**config.mk**
```make
export PLATFORM = sky130hd
export DESIGN_NAME = fe_fb_arb
export DESIGN_NICKNAME = d
export VERILOG_FILES = /design/src/rtl/fe_fb_arb_pkg.sv /design/src/rtl/fe_fb_arb_id_tracker.sv /design/src/rtl/fe_fb_arb.sv
export SDC_FILE = /design/constraint.sdc
export NUM_CORES = 1
export LEC_CHECK = 0
export ABC_AREA = 0
export CELL_PAD_IN_SITES_DETAIL_PLACEMENT = 0
export CELL_PAD_IN_SITES_GLOBAL_PLACEMENT = 1
export CORE_MARGIN = 2
export CORE_UTILIZATION = 26
export DETAILED_ROUTE_END_ITERATION = 12
export PLACE_DENSITY_LB_ADDON = 0.15
export SLEW_MARGIN = 20
export SYNTH_ARGS = -nofsm -noshare
export SYNTH_HDL_FRONTEND = slang
export SYNTH_SLANG_ARGS = --single-unit
```
**constraint.sdc**
```tcl
create_clock -name clk -period 4.9 [get_ports clk]
set_input_delay 1.47 -clock clk [delete_from_list [all_inputs] [get_ports clk]]
set_output_delay 1.47 -clock clk [all_outputs]
set_load 0.03 [all_outputs]
```
**src/rtl/fe_fb_arb_pkg.sv**
```systemverilog
// Shared types for the fetch-buffer request arbiter and its id tracker.
package fe_fb_arb_pkg;

  typedef enum logic {
    OWN_DMD = 1'b0,
    OWN_PF  = 1'b1
  } t_fb_owner;

  typedef enum logic [1:0] {
    ARB_IDLE  = 2'd0,
    ARB_RUN   = 2'd1,
    ARB_HOLD  = 2'd2,
    ARB_DRAIN = 2'd3
  } t_arb_state;

  typedef struct packed {
    logic      alloc;
    logic      stale;
    t_fb_owner owner;
  } t_fb_id_entry;

  localparam t_fb_id_entry FB_ID_ENTRY_RST = '{alloc: 1'b0, stale: 1'b0, owner: OWN_DMD};

endpackage

```
**src/rtl/fe_fb_arb_id_tracker.sv**
```systemverilog
// Request id table: lowest-free search, alloc/free/stale marking, outstanding count.
// stale_pending exists only when FE_FB_ARB_DRAIN_EN is defined.
module fe_fb_id_tracker
  import fe_fb_arb_pkg::*;
#(
  parameter int ID_W  = 2,
  parameter int CNT_W = 3
) (
  input  logic             clk,
  input  logic             reset,
  input  logic             flush,
  input  logic             alloc_en,
  input  logic [ID_W-1:0]  alloc_id,
  input  logic             alloc_pf,
  input  logic             rsp_valid,
  input  logic [ID_W-1:0]  rsp_id,
  output logic             rsp_alloc,
  output logic             rsp_stale,
  output logic             rsp_pf,
  output logic             free_avail,
  output logic [ID_W-1:0]  free_id,
`ifdef FE_FB_ARB_DRAIN_EN
  output logic             stale_pending,
`endif
  output logic [CNT_W-1:0] cnt
);

  localparam int NUM_ID = 1 << ID_W;

  t_fb_id_entry tbl     [NUM_ID];
  t_fb_id_entry tbl_nxt [NUM_ID];

  assign rsp_alloc = tbl[rsp_id].alloc;
  assign rsp_stale = tbl[rsp_id].stale;
  assign rsp_pf    = (tbl[rsp_id].owner == OWN_PF);

  // Downward scan so the last hit is the lowest free index.
  always_comb begin
    free_avail = 1'b0;
    free_id    = '0;
    cnt        = '0;
    for (int i = NUM_ID - 1; i >= 0; i--) begin
      if (!tbl[i].alloc) begin
        free_avail = 1'b1;
        free_id    = ID_W'(i);
      end
      cnt = cnt + CNT_W'(tbl[i].alloc);
    end
  end

  // A response in a flush cycle still frees its entry; free overrides the stale mark.
  always_comb begin
    for (int i = 0; i < NUM_ID; i++) begin
      tbl_nxt[i] = tbl[i];
      if (flush && tbl[i].alloc)
        tbl_nxt[i].stale = 1'b1;
      if (rsp_valid && rsp_id == ID_W'(i) && tbl[i].alloc)
        tbl_nxt[i] = FB_ID_ENTRY_RST;
      if (alloc_en && alloc_id == ID_W'(i)) begin
        tbl_nxt[i].alloc = 1'b1;
        tbl_nxt[i].stale = 1'b0;
        tbl_nxt[i].owner = alloc_pf ? OWN_PF : OWN_DMD;
      end
    end
  end

`ifdef FE_FB_ARB_DRAIN_EN
  always_comb begin
    stale_pending = 1'b0;
    for (int i = 0; i < NUM_ID; i++)
      stale_pending = stale_pending | tbl_nxt[i].stale;
  end
`endif

  always_ff @(posedge clk) begin
    if (reset) begin
      for (int i = 0; i < NUM_ID; i++)
        tbl[i] <= FB_ID_ENTRY_RST;
    end else begin
      tbl <= tbl_nxt;
    end
  end

endmodule

```
**src/rtl/fe_fb_arb.sv**
```systemverilog
// Fetch-buffer request arbiter: demand vs next-line prefetch, id allocation, response routing.
// Optional FE_FB_ARB_DRAIN_EN: after a flush, hold off grants until all stale ids return.
module fe_fb_arb
  import fe_fb_arb_pkg::*;
#(
  parameter int PADDR_W         = 32,
  parameter int ID_W            = 2,
  parameter int MAX_OUTSTANDING = 4,
  parameter int STARVE_LIMIT    = 8
) (
  input  logic                                 clk,
  input  logic                                 reset,
  input  logic                                 flush,
  input  logic                                 dmd_req_valid,
  input  logic [PADDR_W-1:0]                   dmd_req_addr,
  output logic                                 dmd_req_gnt,
  input  logic                                 pf_req_valid,
  input  logic [PADDR_W-1:0]                   pf_req_addr,
  output logic                                 pf_req_gnt,
  output logic                                 fb_req_valid,
  output logic [PADDR_W-1:0]                   fb_req_addr,
  output logic [ID_W-1:0]                      fb_req_id,
  input  logic                                 fb_req_ready,
  input  logic                                 fb_rsp_valid,
  input  logic [ID_W-1:0]                      fb_rsp_id,
  output logic                                 dmd_rsp_valid,
  output logic                                 pf_rsp_valid,
  output logic [$clog2(MAX_OUTSTANDING+1)-1:0] outstanding_cnt
);

  localparam int CNT_W = $clog2(MAX_OUTSTANDING + 1);
  localparam int SC_W  = $clog2(STARVE_LIMIT + 1);

  t_arb_state      state, state_nxt;
  logic [SC_W-1:0] starve_cnt;
  logic            pf_sel, dmd_sel, can_issue;
  logic            rsp_alloc, rsp_stale, rsp_pf, rsp_live;
  logic            free_avail;
  logic [ID_W-1:0] free_id;
`ifdef FE_FB_ARB_DRAIN_EN
  logic            stale_pending;
`endif

  fe_fb_id_tracker #(
    .ID_W  (ID_W),
    .CNT_W (CNT_W)
  ) u_id_tracker (
    .clk           (clk),
    .reset         (reset),
    .flush         (flush),
    .alloc_en      (dmd_req_gnt | pf_req_gnt),
    .alloc_id      (free_id),
    .alloc_pf      (pf_req_gnt),
    .rsp_valid     (fb_rsp_valid),
    .rsp_id        (fb_rsp_id),
    .rsp_alloc     (rsp_alloc),
    .rsp_stale     (rsp_stale),
    .rsp_pf        (rsp_pf),
    .free_avail    (free_avail),
    .free_id       (free_id),
`ifdef FE_FB_ARB_DRAIN_EN
    .stale_pending (stale_pending),
`endif
    .cnt           (outstanding_cnt)
  );

  always_ff @(posedge clk) begin
    if (reset) state <= ARB_IDLE;
    else       state <= state_nxt;
  end

  always_comb begin
    state_nxt = state;
    case (state)
      ARB_IDLE: state_nxt = ARB_RUN;
      ARB_RUN:  if (flush) state_nxt = ARB_HOLD;
`ifdef FE_FB_ARB_DRAIN_EN
      ARB_HOLD: state_nxt = flush ? ARB_HOLD : ARB_DRAIN;
      // Looks at the table as it will be after this cycle's frees, so the
      // grant can follow the last stale response by exactly one cycle.
      ARB_DRAIN: begin
        if (flush)               state_nxt = ARB_HOLD;
        else if (!stale_pending) state_nxt = ARB_RUN;
      end
`else
      ARB_HOLD: state_nxt = flush ? ARB_HOLD : ARB_RUN;
`endif
      default:  state_nxt = ARB_IDLE;
    endcase
  end

  always_comb begin
    pf_sel       = pf_req_valid & (~dmd_req_valid | (starve_cnt == SC_W'(STARVE_LIMIT)));
    dmd_sel      = dmd_req_valid & ~pf_sel;
    can_issue    = (state == ARB_RUN) & ~flush & free_avail
                   & (outstanding_cnt < CNT_W'(MAX_OUTSTANDING));
    fb_req_valid = can_issue & (pf_sel | dmd_sel);
    fb_req_addr  = '0;
    fb_req_id    = '0;
    if (fb_req_valid) begin
      fb_req_addr = pf_sel ? pf_req_addr : dmd_req_addr;
      fb_req_id   = free_id;
    end
    dmd_req_gnt = fb_req_valid & fb_req_ready & dmd_sel;
    pf_req_gnt  = fb_req_valid & fb_req_ready & pf_sel;
  end

  // Responses to free ids are dropped here and by the tracker.
  assign rsp_live      = fb_rsp_valid & rsp_alloc & ~rsp_stale & ~flush;
  assign dmd_rsp_valid = rsp_live & ~rsp_pf;
  assign pf_rsp_valid  = rsp_live & rsp_pf;

  always_ff @(posedge clk) begin
    if (reset || flush || !pf_req_valid || pf_req_gnt)
      starve_cnt <= '0;
    else if (starve_cnt != SC_W'(STARVE_LIMIT))
      starve_cnt <= starve_cnt + 1'b1;
  end

`ifdef ASSERT
  always_ff @(posedge clk) begin
    if (!reset)
      assert (!(fb_rsp_valid && !rsp_alloc))
        else $error("fe_fb_arb: response for free id %0d", fb_rsp_id);
  end
`endif

endmodule

```
==> results.yml <==
worst_setup_path:
  endpoint_kind: "primary output"
  reg2reg_depth: 9
  startpoint_type: "primary input"
  critPathMaxFanout: 19
  arrival_ns: 3.34
  required_ns: 3.43
  crit_type: "in -> out"
synthesis:
  ys_seq_area_share_pct: 18.96
  async_flop_share_pct: 0
  synth-edff-count: 0
  ys.flop_type: "dfxtp_1"
  yosysWarnings: 0
  syn_nets: 326
  ys_ff_latch: 18
  syn_inst: 246
  yosysUniqueCellTypes: 48
  syn_area_mm2: 0.001901
  syn_avg_cell_area_um2: 7.726
grt:
  grtUsageTotal_pct: 16.13
  antenna_found_initial: 0
  grt-ovfl-total: 0
  grt_max_degree: 36
  grt_pass1_vias: 1936
  grt_pass1_wl_um: 10190
floorplanning:
  fp.dieW_um: 89.50
  rows: 31
  start_util_pct: 26.49
  die-height_um: 89.50
  die_area_mm2: 0.008009
  io_pins: 115
  fp.coreArea_mm2: 0.007176
cells_and_area:
  final_layout_size_suffix_gt1_share_pct: 26.99
  multiInputGateArea_mm2: 0.001356
  final_net_count: 433
  fin_area_mm2: 0.003238
  syn2layout_area_growth_pct: 70.38
  fillers: 740
  seqCellArea_um2: 360.3
  finalNonFillerCells: 451
  n_antenna_cell: 0
clock_tree:
  clock_path_buffers: 2
  htree_levels: 1
  clkSlewWorstSetupHoldPaths_ns: 0.07
  holdBufCountCts: 0
  clk_latency_ns: 0.25
  clock_sinks: 18
  cts_repair_resize_count: 0
  cts_buffers: 3
  tritoncts: "yes"
  post-cts-setup-buffers: 0
  cts-root-buf: "clkbuf_8"
placement:
  dp.cells: 447
  placed_area_mm2: 0.003183
  port_buffers: 114
  gp_congestion: 0.7560
  hpwl_um: 5404
  post-place-ws_ns: 0.07319
timing:
  worst_slew_pin_slew_ns: 0.6957
  clock_skew_ns: 0.004126
  clock.fmax_mhz: 208.0
  final-setup-viol-count: 0
  relSlewSlack_pct: 53.19
  rsz0062_at_grt: "false"
  holdWs_ns: 0.4704
  tns_ns: 0
  finalCritPeriodShare_pct: 98.09
  period_needed_ns: 4.807
  finalHoldViolCount: 0
  setup_ws_ns: 0.09338
  final_max_slew_viol_count: 0
drt:
  wl_per_cell_um: 16.02
  num_vias: 2265
  first_pass_iters: 4
  drtAntennaViolNets: 0
  drt_wl_total_um: 7227
  viasPerCell: 5.022
  route.detailed.drc: 0
  drtIter0Drc: 71
run_status:
  status: "finished, final reports clean"
min_path:
  worstHoldPathType: "reg -> reg"
  hold_depth: 2
pwr:
  vdd_drop_max_v: 0.0001737
  leakagePower_nw: 1.249
  p_per_area_mw_per_mm2: 144.0
flow_run:
  max_cap_violations: 0
==> cells by family after synthesis <==
group | after synthesis | synth area share [%]
XOR/XNOR | 3 | 1.383
buffers and inverters | 39 | 9.743
flip-flops | 18 | 18.96
AND/OR/NAND/NOR | 80 | 24.49
multiplexers | 7 | 3.687
AO/OA/AOI/OAI | 91 | 36.21
adder cells (fa/ha/maj) | 8 | 5.530
==> path summary, 6_finish.rpt <==
| check | start | end | slack (ns) |
|---|---|---|---|
| max reg2reg | u_id_tracker.tbl[2] | u_id_tracker.tbl[0] | 1.83 |
| min reg2reg | u_id_tracker.tbl[0] | u_id_tracker.tbl[0] | 0.47 |
| max | flush | fb_req_addr[2] | 0.09 |
| min | u_id_tracker.tbl[0] | u_id_tracker.tbl[0] | 0.47 |
==> per-stage QoR <==
stage | power [mW] | utilization (%)
2_1_floorplan | 0.2446 | -
3_3_place_gp | 0.3466 | 44.36
3_5_place_dp | 0.3467 | 44.36
4_1_cts | 0.4729 | 45.13
5_1_grt | 0.4928 | 45.13
6_report | 0.4662 | 45.13
==> placed cells by master (no fill, tap or decap), types with 2 or more instances in the layout <==
cell type / count
o21ai_0: 6
o21a_1: 2
clkbuf_8: 4
a211oi_1: 4
nand4b_1: 3
nor2_1: 5
inv_1: 10
clkdlybuf4s50_1: 75
nor2b_1: 3
buf_4: 44
nand2b_1: 3
nand3b_1: 2
dfxtp_1: 18
xor2_1: 2
ha_1: 6
and3_1: 3
nand2_1: 7
mux2i_1: 7
nor3_1: 3
buf_12: 11
a21oi_2: 28
a31oi_1: 2
o211ai_1: 32
a21oi_1: 9
nand3_1: 38
a21o_1: 2
and3b_1: 2
==> routing by layer <==
metal  routed length [µm]  track usage (%)  vias up  share of wire, %
li1                     -                -     1139                 -
met1                 3212            21.09     1050                44
met2                 3452            27.74       74                48
met3                  535            3.786        2               7.4
met4                   27            2.035        0              0.37
met5                    0                0        -                 0
==> report_power, final <==
part,internal (mW),switching [mW],leakage [nW]
sequential,0.149,0.00301,0.146
clock,0.0714,0.0519,0.0288
combinational,0.102,0.0894,1.07
total,0.322,0.144,1.25
==> cells in the mapped netlist, drive strengths merged (2+ instances only) <==
library cell	number	area share [%]
nand3	38	10
xor2	2	0.92
nor3	3	0.79
nor2b	3	0.99
nand2	7	1.4
o21a	2	0.79
o21ai	7	1.8
a21oi	37	15
nor2	6	1.3
nand3b	2	0.79
inv	10	2.0
mux2i	7	3.7
nand4b	3	1.4
nand2b	3	0.99
and3	3	0.99
clkbuf	21	4.1
a31oi	2	0.66
o211ai	32	13
and3b	2	0.92
dfxtp	18	19
buf	7	3.4
a21o	2	0.79
a211oi	4	1.6
ha	6	3.9
==> worst max-delay path, stage by stage <==
cell and delay [ns]:
clkdlybuf4s50_1 0.42, or4b_4 0.49, a311o_2 0.44, buf_12 0.19, a21oi_1 0.14, buf_4 0.18
==> layout make-up <==
type | instances | share of cell area, %
timing repair buffer | 130 | 40.19
inverter | 11 | 1.275
tap | 99 | 3.825
clock buffer | 4 | 1.700
sequential | 18 | 11.13
multi-input combinational | 189 | 41.89
==> sequential cells by signal, summed over array words and instances (netlist names) <==
name	count
u_id_tracker.tbl	12
state	2
starve_cnt	4
Power figures use the tool's default switching activity.
